[src/rtl/fetch_if.sv]
// Fetch-stage bus: the instruction-memory port plus the instruction bundle
// handed to decode. The fetch stage is the master; memory and decode sit on the slave side.
interface fetch_if;
  logic [6:0]  im_addr;
  logic [31:0] im_data;
  logic [31:0] if_inst;
  logic [31:0] if_pc4;
  logic        if_valid;

  modport master (
    output im_addr,
    input  im_data,
    output if_inst,
    output if_pc4,
    output if_valid
  );

  modport slave (
    input  im_addr,
    output im_data,
    input  if_inst,
    input  if_pc4,
    input  if_valid
  );
endinterface

[src/rtl/fetch.sv]
// Instruction fetch stage: PC register with branch/stall/flush control, feeding a
// synchronous instruction memory whose output always corresponds to the current pc.
module fetch #(
  parameter logic [31:0] RESET_PC = 32'h0000_0000
) (
  input  logic        clk,
  input  logic        reset,
  input  logic        stall,
  input  logic        flush,
  input  logic        branch_taken,
  input  logic [31:0] branch_target,
  fetch_if.master     bus,
  output logic [31:0] fetch_count,
  output logic        misaligned
);

  typedef enum logic {
    BOOT = 1'b0,
    RUN  = 1'b1
  } state_t;

  state_t      state;
  state_t      state_next;
  logic [31:0] pc;
  logic [31:0] pc_next;
  logic        valid;
  logic        valid_next;

  // NOTE: registers use non-blocking assignments so every flop samples pre-edge values.
  always_ff @(posedge clk or posedge reset) begin
    if (reset) begin
      state <= BOOT;
    end else begin
      state <= state_next;
    end
  end

  // NOTE: every output gets a default first, so no path through this block infers a latch.
  always_comb begin
    state_next = RUN;
    pc_next    = pc + 32'd4;
    valid_next = 1'b1;

    if (state == BOOT) begin
      pc_next = pc;
    end else if (branch_taken) begin
      pc_next = {branch_target[31:2], 2'b00};
    end else if (stall) begin
      pc_next = pc;
    end

    // Flush beats everything; a stall without redirect keeps the current word's validity.
    if (flush) begin
      valid_next = 1'b0;
    end else if (state == RUN && !branch_taken && stall) begin
      valid_next = valid;
    end
  end

  always_ff @(posedge clk or posedge reset) begin
    if (reset) begin
      pc          <= RESET_PC;
      valid       <= 1'b0;
      fetch_count <= 32'd0;
      misaligned  <= 1'b0;
    end else begin
      pc    <= pc_next;
      valid <= valid_next;
      if (valid && !stall) begin
        fetch_count <= fetch_count + 32'd1;
      end
      if (branch_taken && (branch_target[1:0] != 2'b00)) begin
        misaligned <= 1'b1;
      end
    end
  end

  // The memory registers im_addr, so presenting pc_next keeps im_data aligned with pc.
  assign bus.im_addr  = pc_next[8:2];
  assign bus.if_inst  = valid ? bus.im_data : 32'h0000_0000;
  assign bus.if_pc4   = pc + 32'd4;
  assign bus.if_valid = valid;

endmodule

[src/flat_wrapper.sv]
// flat-port wrapper written by rule: the top's interface ports become plain ports
module fetch_flat 
#(
  parameter logic [31:0] RESET_PC = 32'h0000_0000
)
  (clk, reset, stall, flush, branch_taken, branch_target, fetch_count, misaligned, bus_im_addr, bus_im_data, bus_if_inst, bus_if_pc4, bus_if_valid);
  fetch_if bus_i ();
  input  logic clk;
  input  logic reset;
  input  logic stall;
  input  logic flush;
  input  logic branch_taken;
  input  logic [31:0] branch_target;
  output logic [31:0] fetch_count;
  output logic misaligned;
  output wire logic [$bits(bus_i.im_addr)-1:0] bus_im_addr;
  input wire logic [$bits(bus_i.im_data)-1:0] bus_im_data;
  output wire logic [$bits(bus_i.if_inst)-1:0] bus_if_inst;
  output wire logic [$bits(bus_i.if_pc4)-1:0] bus_if_pc4;
  output wire logic [$bits(bus_i.if_valid)-1:0] bus_if_valid;
  assign bus_im_addr = bus_i.im_addr;
  assign bus_i.im_data = bus_im_data;
  assign bus_if_inst = bus_i.if_inst;
  assign bus_if_pc4 = bus_i.if_pc4;
  assign bus_if_valid = bus_i.if_valid;
  fetch #(.RESET_PC(RESET_PC)) u_core (.clk(clk), .reset(reset), .stall(stall), .flush(flush), .branch_taken(branch_taken), .branch_target(branch_target), .bus(bus_i), .fetch_count(fetch_count), .misaligned(misaligned));
endmodule
[config.mk]
export PLATFORM = sky130hd
export DESIGN_NAME = fetch_flat
export DESIGN_NICKNAME = d
export VERILOG_FILES = /design/src/rtl/fetch_if.sv /design/src/rtl/fetch.sv /design/src/flat_wrapper.sv
export SDC_FILE = /design/constraint.sdc
export NUM_CORES = 1
export LEC_CHECK = 0
export BUFFER_PORTS_ARGS = -buffer_cell sky130_fd_sc_hd__buf_2
export CORE_MARGIN = 4
export CORE_UTILIZATION = 35
export CTS_CLUSTER_DIAMETER = 40
export CTS_CLUSTER_SIZE = 16
export DETAILED_ROUTE_END_ITERATION = 8
export GPL_ROUTABILITY_DRIVEN = 0
export HOLD_SLACK_MARGIN = 0.15
export RECOVER_POWER = 50
export SYNTH_ARGS = -nofsm -noshare
export SYNTH_HDL_FRONTEND = slang
export SYNTH_SLANG_ARGS = --single-unit
[constraint.sdc]
create_clock -name clk -period 2.2 [get_ports clk]
set_input_delay 0.66 -clock clk [delete_from_list [all_inputs] [get_ports clk]]
set_output_delay 0.66 -clock clk [all_outputs]
set_load 0.005 [all_outputs]
; Yosys cells after proc, flatten, opt, wreduce, memory -nomap -nowiden
; Cells that the tools add are included.
[totals]
inputBits = 69
out_inout_bits = 105
ff_bits = 67
word_cells = 24
[classes]
n_eq_ne = 2
n_mux = 6
addsub = 2
reduce_logical = 8
[ops]
columns = cell, count
row1 = 2-to-1 mux 32 bit, 3
row2 = "adder 32 x 1 -> 32 bit, second input constant", 1
row3 = "adder 32 x 3 -> 32 bit, second input constant", 1
row4 = 2-to-1 mux 9 bit, 1
row5 = logical AND 1 bit, 4
row6 = logical NOT 1 bit, 2
row7 = 2-to-1 mux 1 bit, 2
row8 = "inequality test 2 x 1 -> 1 bit, second input constant", 1
row9 = "inequality test 2 bit, second input constant", 1
row10 = AND reduction 2 bit, 1
row11 = nonzero test 2 bit, 1

; Logic depth before layout (Yosys ltp)
[depth]
word_depth = 5
depth_mapped = 7

; Worst setup path after synthesis
; OpenSTA, ideal clock, no wires.
[synth_path]
path_type = flip-flop to output port
from = register u_core.pc[5]
to = output port bus_if_pc4[31]
required_time_ns = 1.540
stages_incl_launch_ff = 8
arrival_ns = 1.779
path_slack_ns = -0.239
path_buffers = 2
cell_sequence = dfrtp_1 -> buf_4 -> nand4_2 -> or2_0 -> buf_6 -> or4_4 -> nor2_1 -> xor2_1
[synth_between]
elab_chain_cells = 1
[synth_rtl]
columns = element, line
row1 = from (decl), fetch.sv:24  ; logic [31:0] pc;
row2 = from (signal assigned), fetch.sv:67  ; pc <= pc_next;
row3 = adder 32 x 3 -> 32 bit, fetch.sv:81  ; assign bus.if_pc4 = pc + 32'd4;
row4 = to (decl), flat_wrapper.sv:19  ; output wire logic [$bits(bus_i.if_pc4)-1:0] bus_if_pc4;
; No other way between the ends.

; Final worst setup path
[layout_path]
from = register u_core.pc[2]
to = output port bus_if_pc4[31]
; The elaborated chain is that of the path after synthesis.

==> summary.txt <==
Synthesis
  • Commonest register cell after synthesis: dfrtp_1
  • Commonest cells post-synth: dfrtp_1, nand2_1, xnor2_1
  • Post-synth EDFFs: 0
  • Post-Syn Area: 4040 um2
  • Unique masters post-synth: 53
  • Mapped Cells: 450
  • Syn Area/Cell: 8.97 um2
  • Asr flop ratio synth: 1.00
  • Post-synthesis sequential area ratio: 0.415
  • Synth area leader: dfrtp_1
  • Most numerous cell in the Yosys netlist: dfrtp_1
  • Yosys warnings: 0
  • Area share of the largest cell type after synthesis: 0.415
  • Syn Nets: 521
  • Main area contributors after synthesis: dfrtp_1, xnor2_1, and2_1
  • Yosys reg bits: 67

Layout
  • Layout cells sized above 1: 0.475
  • Fin nets: 795
  • Area of the multi-input gates: 2500 um2
  • Finished Layout Cells: 869
  • # diodes: 0
  • Register area: 1680 um2
  • Final instance area: 6500 um2
  • Area Growth Syn to Fin: 61.1%
  • Fill count: 1011

STA
  • Final Skew: 0.00698 ns
  • Setup Total Neg Slack: -15.59 ns
  • Unrepaired setup endpoints after global routing: true
  • FMAX: 361 MHz
  • Worst slew margin: 0.412
  • Worst setup margin: -0.567 ns
  • Max-slew violation count: 0
  • Hold_ws: 0.473 ns
  • Fin crit period: 2.77 ns
  • Final Hold Fails: 0
  • Final period utilization: 1.26
  • Worst slew pin tran: 0.883 ns
  • Final setup vio count: 57

Routing
  • WL met3: 1030 um
  • # DRC: 0
  • Pre-antenna DRT Iters: 5
  • ANT nets after route: 0
  • Vias per std cell: 5.24
  • Via Count: 4557
  • Met2 wire length: 7300 um
  • Drt wl/cell: 16.9 um
  • Met1 WL: 6200 um
  • Drt initial violations: 335
  • DRT Wirelength: 14700 um
  • Max layer used: met4

Clocking
  • Worst-Skew Late Latency: 0.33 ns
  • Clock buffer depth: 2
  • CTS Buf Count: 9
  • # H-tree levels: 3
  • CTS tree: yes
  • Total clock sinks: 67
  • Cts hold-fix bufs: 0
  • Clock root buffer: clkbuf_16
  • Clock-pin transition on the worst setup and hold timing paths: 0.06 ns

Floorplanning
  • Die area: 13300 um2
  • Rows: 38
  • Die Wd: 115 um
  • IO Pins: 174
  • Area of the core: 11100 um2
  • Starting Density: 0.364
  • Die height: 115 um

Power and ir drop
  • Combinational fraction of design power: 0.291
  • Power per cell area: 655 nW/um2
  • Sw Pwr: 1.35 mW
  • Flop pwr share: 0.356
  • Switching share of power: 0.318
  • Power Internal: 2.91 mW
  • LEAKAGE: 3.22 nW
  • Worst vdd rail ir drop: 0.389 mV
  • Clock share of power: 0.353

Worst setup path
  • Cells on worst reg2reg path: 6
  • Startpoint class of the critical path: register
  • Reg2Reg Launch Point: u_core.pc[2]$_DFF_PP0_
  • Critical path arrival: 2.11 ns
  • Crit path kind: register to output pin
  • CP required: 1.54 ns
  • R2R setup slack: 0.05 ns
  • Critical Path End Type: output pin
  • Critical R2R Capture: u_core.pc[31]$_DFFE_PP0P_
  • Crit-path max FO: 4

Place
  • Area after DPL: 5740 um2
  • Placed instance count: 828
  • DPL Wire Length: 10700 um
  • Port Buffers: 173

Global route
  • Grt total ovfl: 0
  • Total GRT Usage: 0.212
  • Largest net degree at the start of global routing: 35
  • First-pass GRT wire length: 22300 um
  • Initial antenna violation count: 0
  • Vias in the first global route: 4467

Outcome
  • Failing checks: setup timing
  • Status: complete, but fails checks

Worst hold path
  • Hold Crit Class: register to register
  • HP Start: u_core.misaligned$_DFFE_PP0P_
  • Worst Hold Depth: 1
  • Hold endpoint: u_core.misaligned$_DFFE_PP0P_

Run
  • Max cap viols: 0
==> worst max path at each step <==
stage                                         start             end  depth (start not counted)
final                        u_core.pc[2]$_DFF_PP0_  bus_if_pc4[31]                          6
after global routing         u_core.pc[2]$_DFF_PP0_  bus_if_pc4[31]                          6
after CTS                    u_core.pc[8]$_DFF_PP0_  bus_if_pc4[22]                          7
after detailed placement     u_core.pc[7]$_DFF_PP0_  bus_if_pc4[30]                          6
after global placement       u_core.pc[7]$_DFF_PP0_  bus_if_pc4[30]                          6
after floorplan           u_core.pc[20]$_DFFE_PP0P_  bus_if_pc4[31]                          6
==> registers in the layout, summed over array words and instances, names as in the netlist <==
register             cells
u_core.bus.if_valid      1
u_core.pc               32
u_core.state             1
u_core.misaligned        1
u_core.fetch_count      32
==> layout by cell type (no fill, tap or decap), types with 3 or more instances in the layout <==
cell       instances
a21o_1             3
buf_4             98
xnor2_1           33
and4_1             8
o21ai_0            8
and3_1             8
a22oi_1            3
a311oi_1           4
o22ai_2            3
nor3_2             4
buf_6             14
nand4_1           15
nor4_1             6
or2_4              3
nor3_1             7
clkbuf_1          16
and2_1            35
nand2_1           40
clkbuf_16          9
nand3_1           15
a21oi_1           14
a211oi_1           7
xnor2_2            6
nor2_4             6
a211o_1            3
dfrtp_1           66
inv_6              4
xor2_1            19
and4b_1            4
o22ai_1           14
inv_1              9
nor4_4             4
buf_2            162
nor2_1            19
==> what timing repair did <==
action | 4_1_cts | 5_1_grt
resized for setup | 35 | 39
endpoints found under the hold margin | 0 | 0
pin swaps | 17 | 21
setup buffers | 16 | 9
endpoints found under the setup margin | 33 | 35
==> worst max-delay path: stages, from the launching register on <==
cell     delay, ns
dfrtp_1       0.43
and3_4        0.22
nand4_1       0.13
or4_4         0.60
nor2_4        0.12
xor2_1        0.14
buf_2         0.13
==> metrics by stage <==
| step | power [mW] | util | setup slack (ns) |
|---|---|---|---|
| 2_1_floorplan | 2.03 | - | -0.143 |
| 3_3_place_gp | 2.57 | 0.518 | -0.234 |
| 3_5_place_dp | 2.60 | 0.518 | -0.281 |
| 4_1_cts | 4.20 | 0.570 | -0.519 |
| 5_1_grt | 4.48 | 0.587 | -0.610 |
| 6_report | 4.26 | 0.587 | -0.567 |
==> metal layers <==
| metal | global-route usage | vias up |
|---|---|---|
| li1 | - | 2153 |
| met1 | 0.280 | 2206 |
| met2 | 0.358 | 177 |
| met3 | 0.0400 | 21 |
| met4 | 0.0516 | 0 |
| met5 | 0 | - |
==> logic make-up (layout without fill, tap and decap cells) <==
group / Yosys count / after routing / share of synthesized area
muxes: 1 / 1 / 0.00279
and+or+nand+nor: 199 / 199 / 0.271
DFF: 67 / 67 / 0.415
xor gates and xnor gates: 59 / 59 / 0.128
other: 1 / 1 / 0.000929
adders and majority gates: 2 / 2 / 0.00620
buffers and inverters: 42 / 321 / 0.0437
AOI/OAI and AO/OA: 79 / 79 / 0.132
==> layout make-up <==
class / count / area share
Inverter: 12 / 0.00712
Sequential cell: 67 / 0.258
Multi-Input combinational cell: 341 / 0.385
Clock buffer: 9 / 0.0346
Clock inverter: 7 / 0.0125
Timing Repair Buffer: 293 / 0.276
Tap cell: 140 / 0.0269
==> power groups by stage <==
stage | registers, mW | clock network, mW | logic, mW
2_1_floorplan | 1.52 | 0 | 0.512
3_3_place_gp | 1.52 | 0 | 1.05
3_5_place_dp | 1.53 | 0 | 1.06
4_1_cts | 1.51 | 1.54 | 1.15
5_1_grt | 1.54 | 1.60 | 1.35
6_report | 1.52 | 1.50 | 1.24
Power figures use the tool's default switching activity.
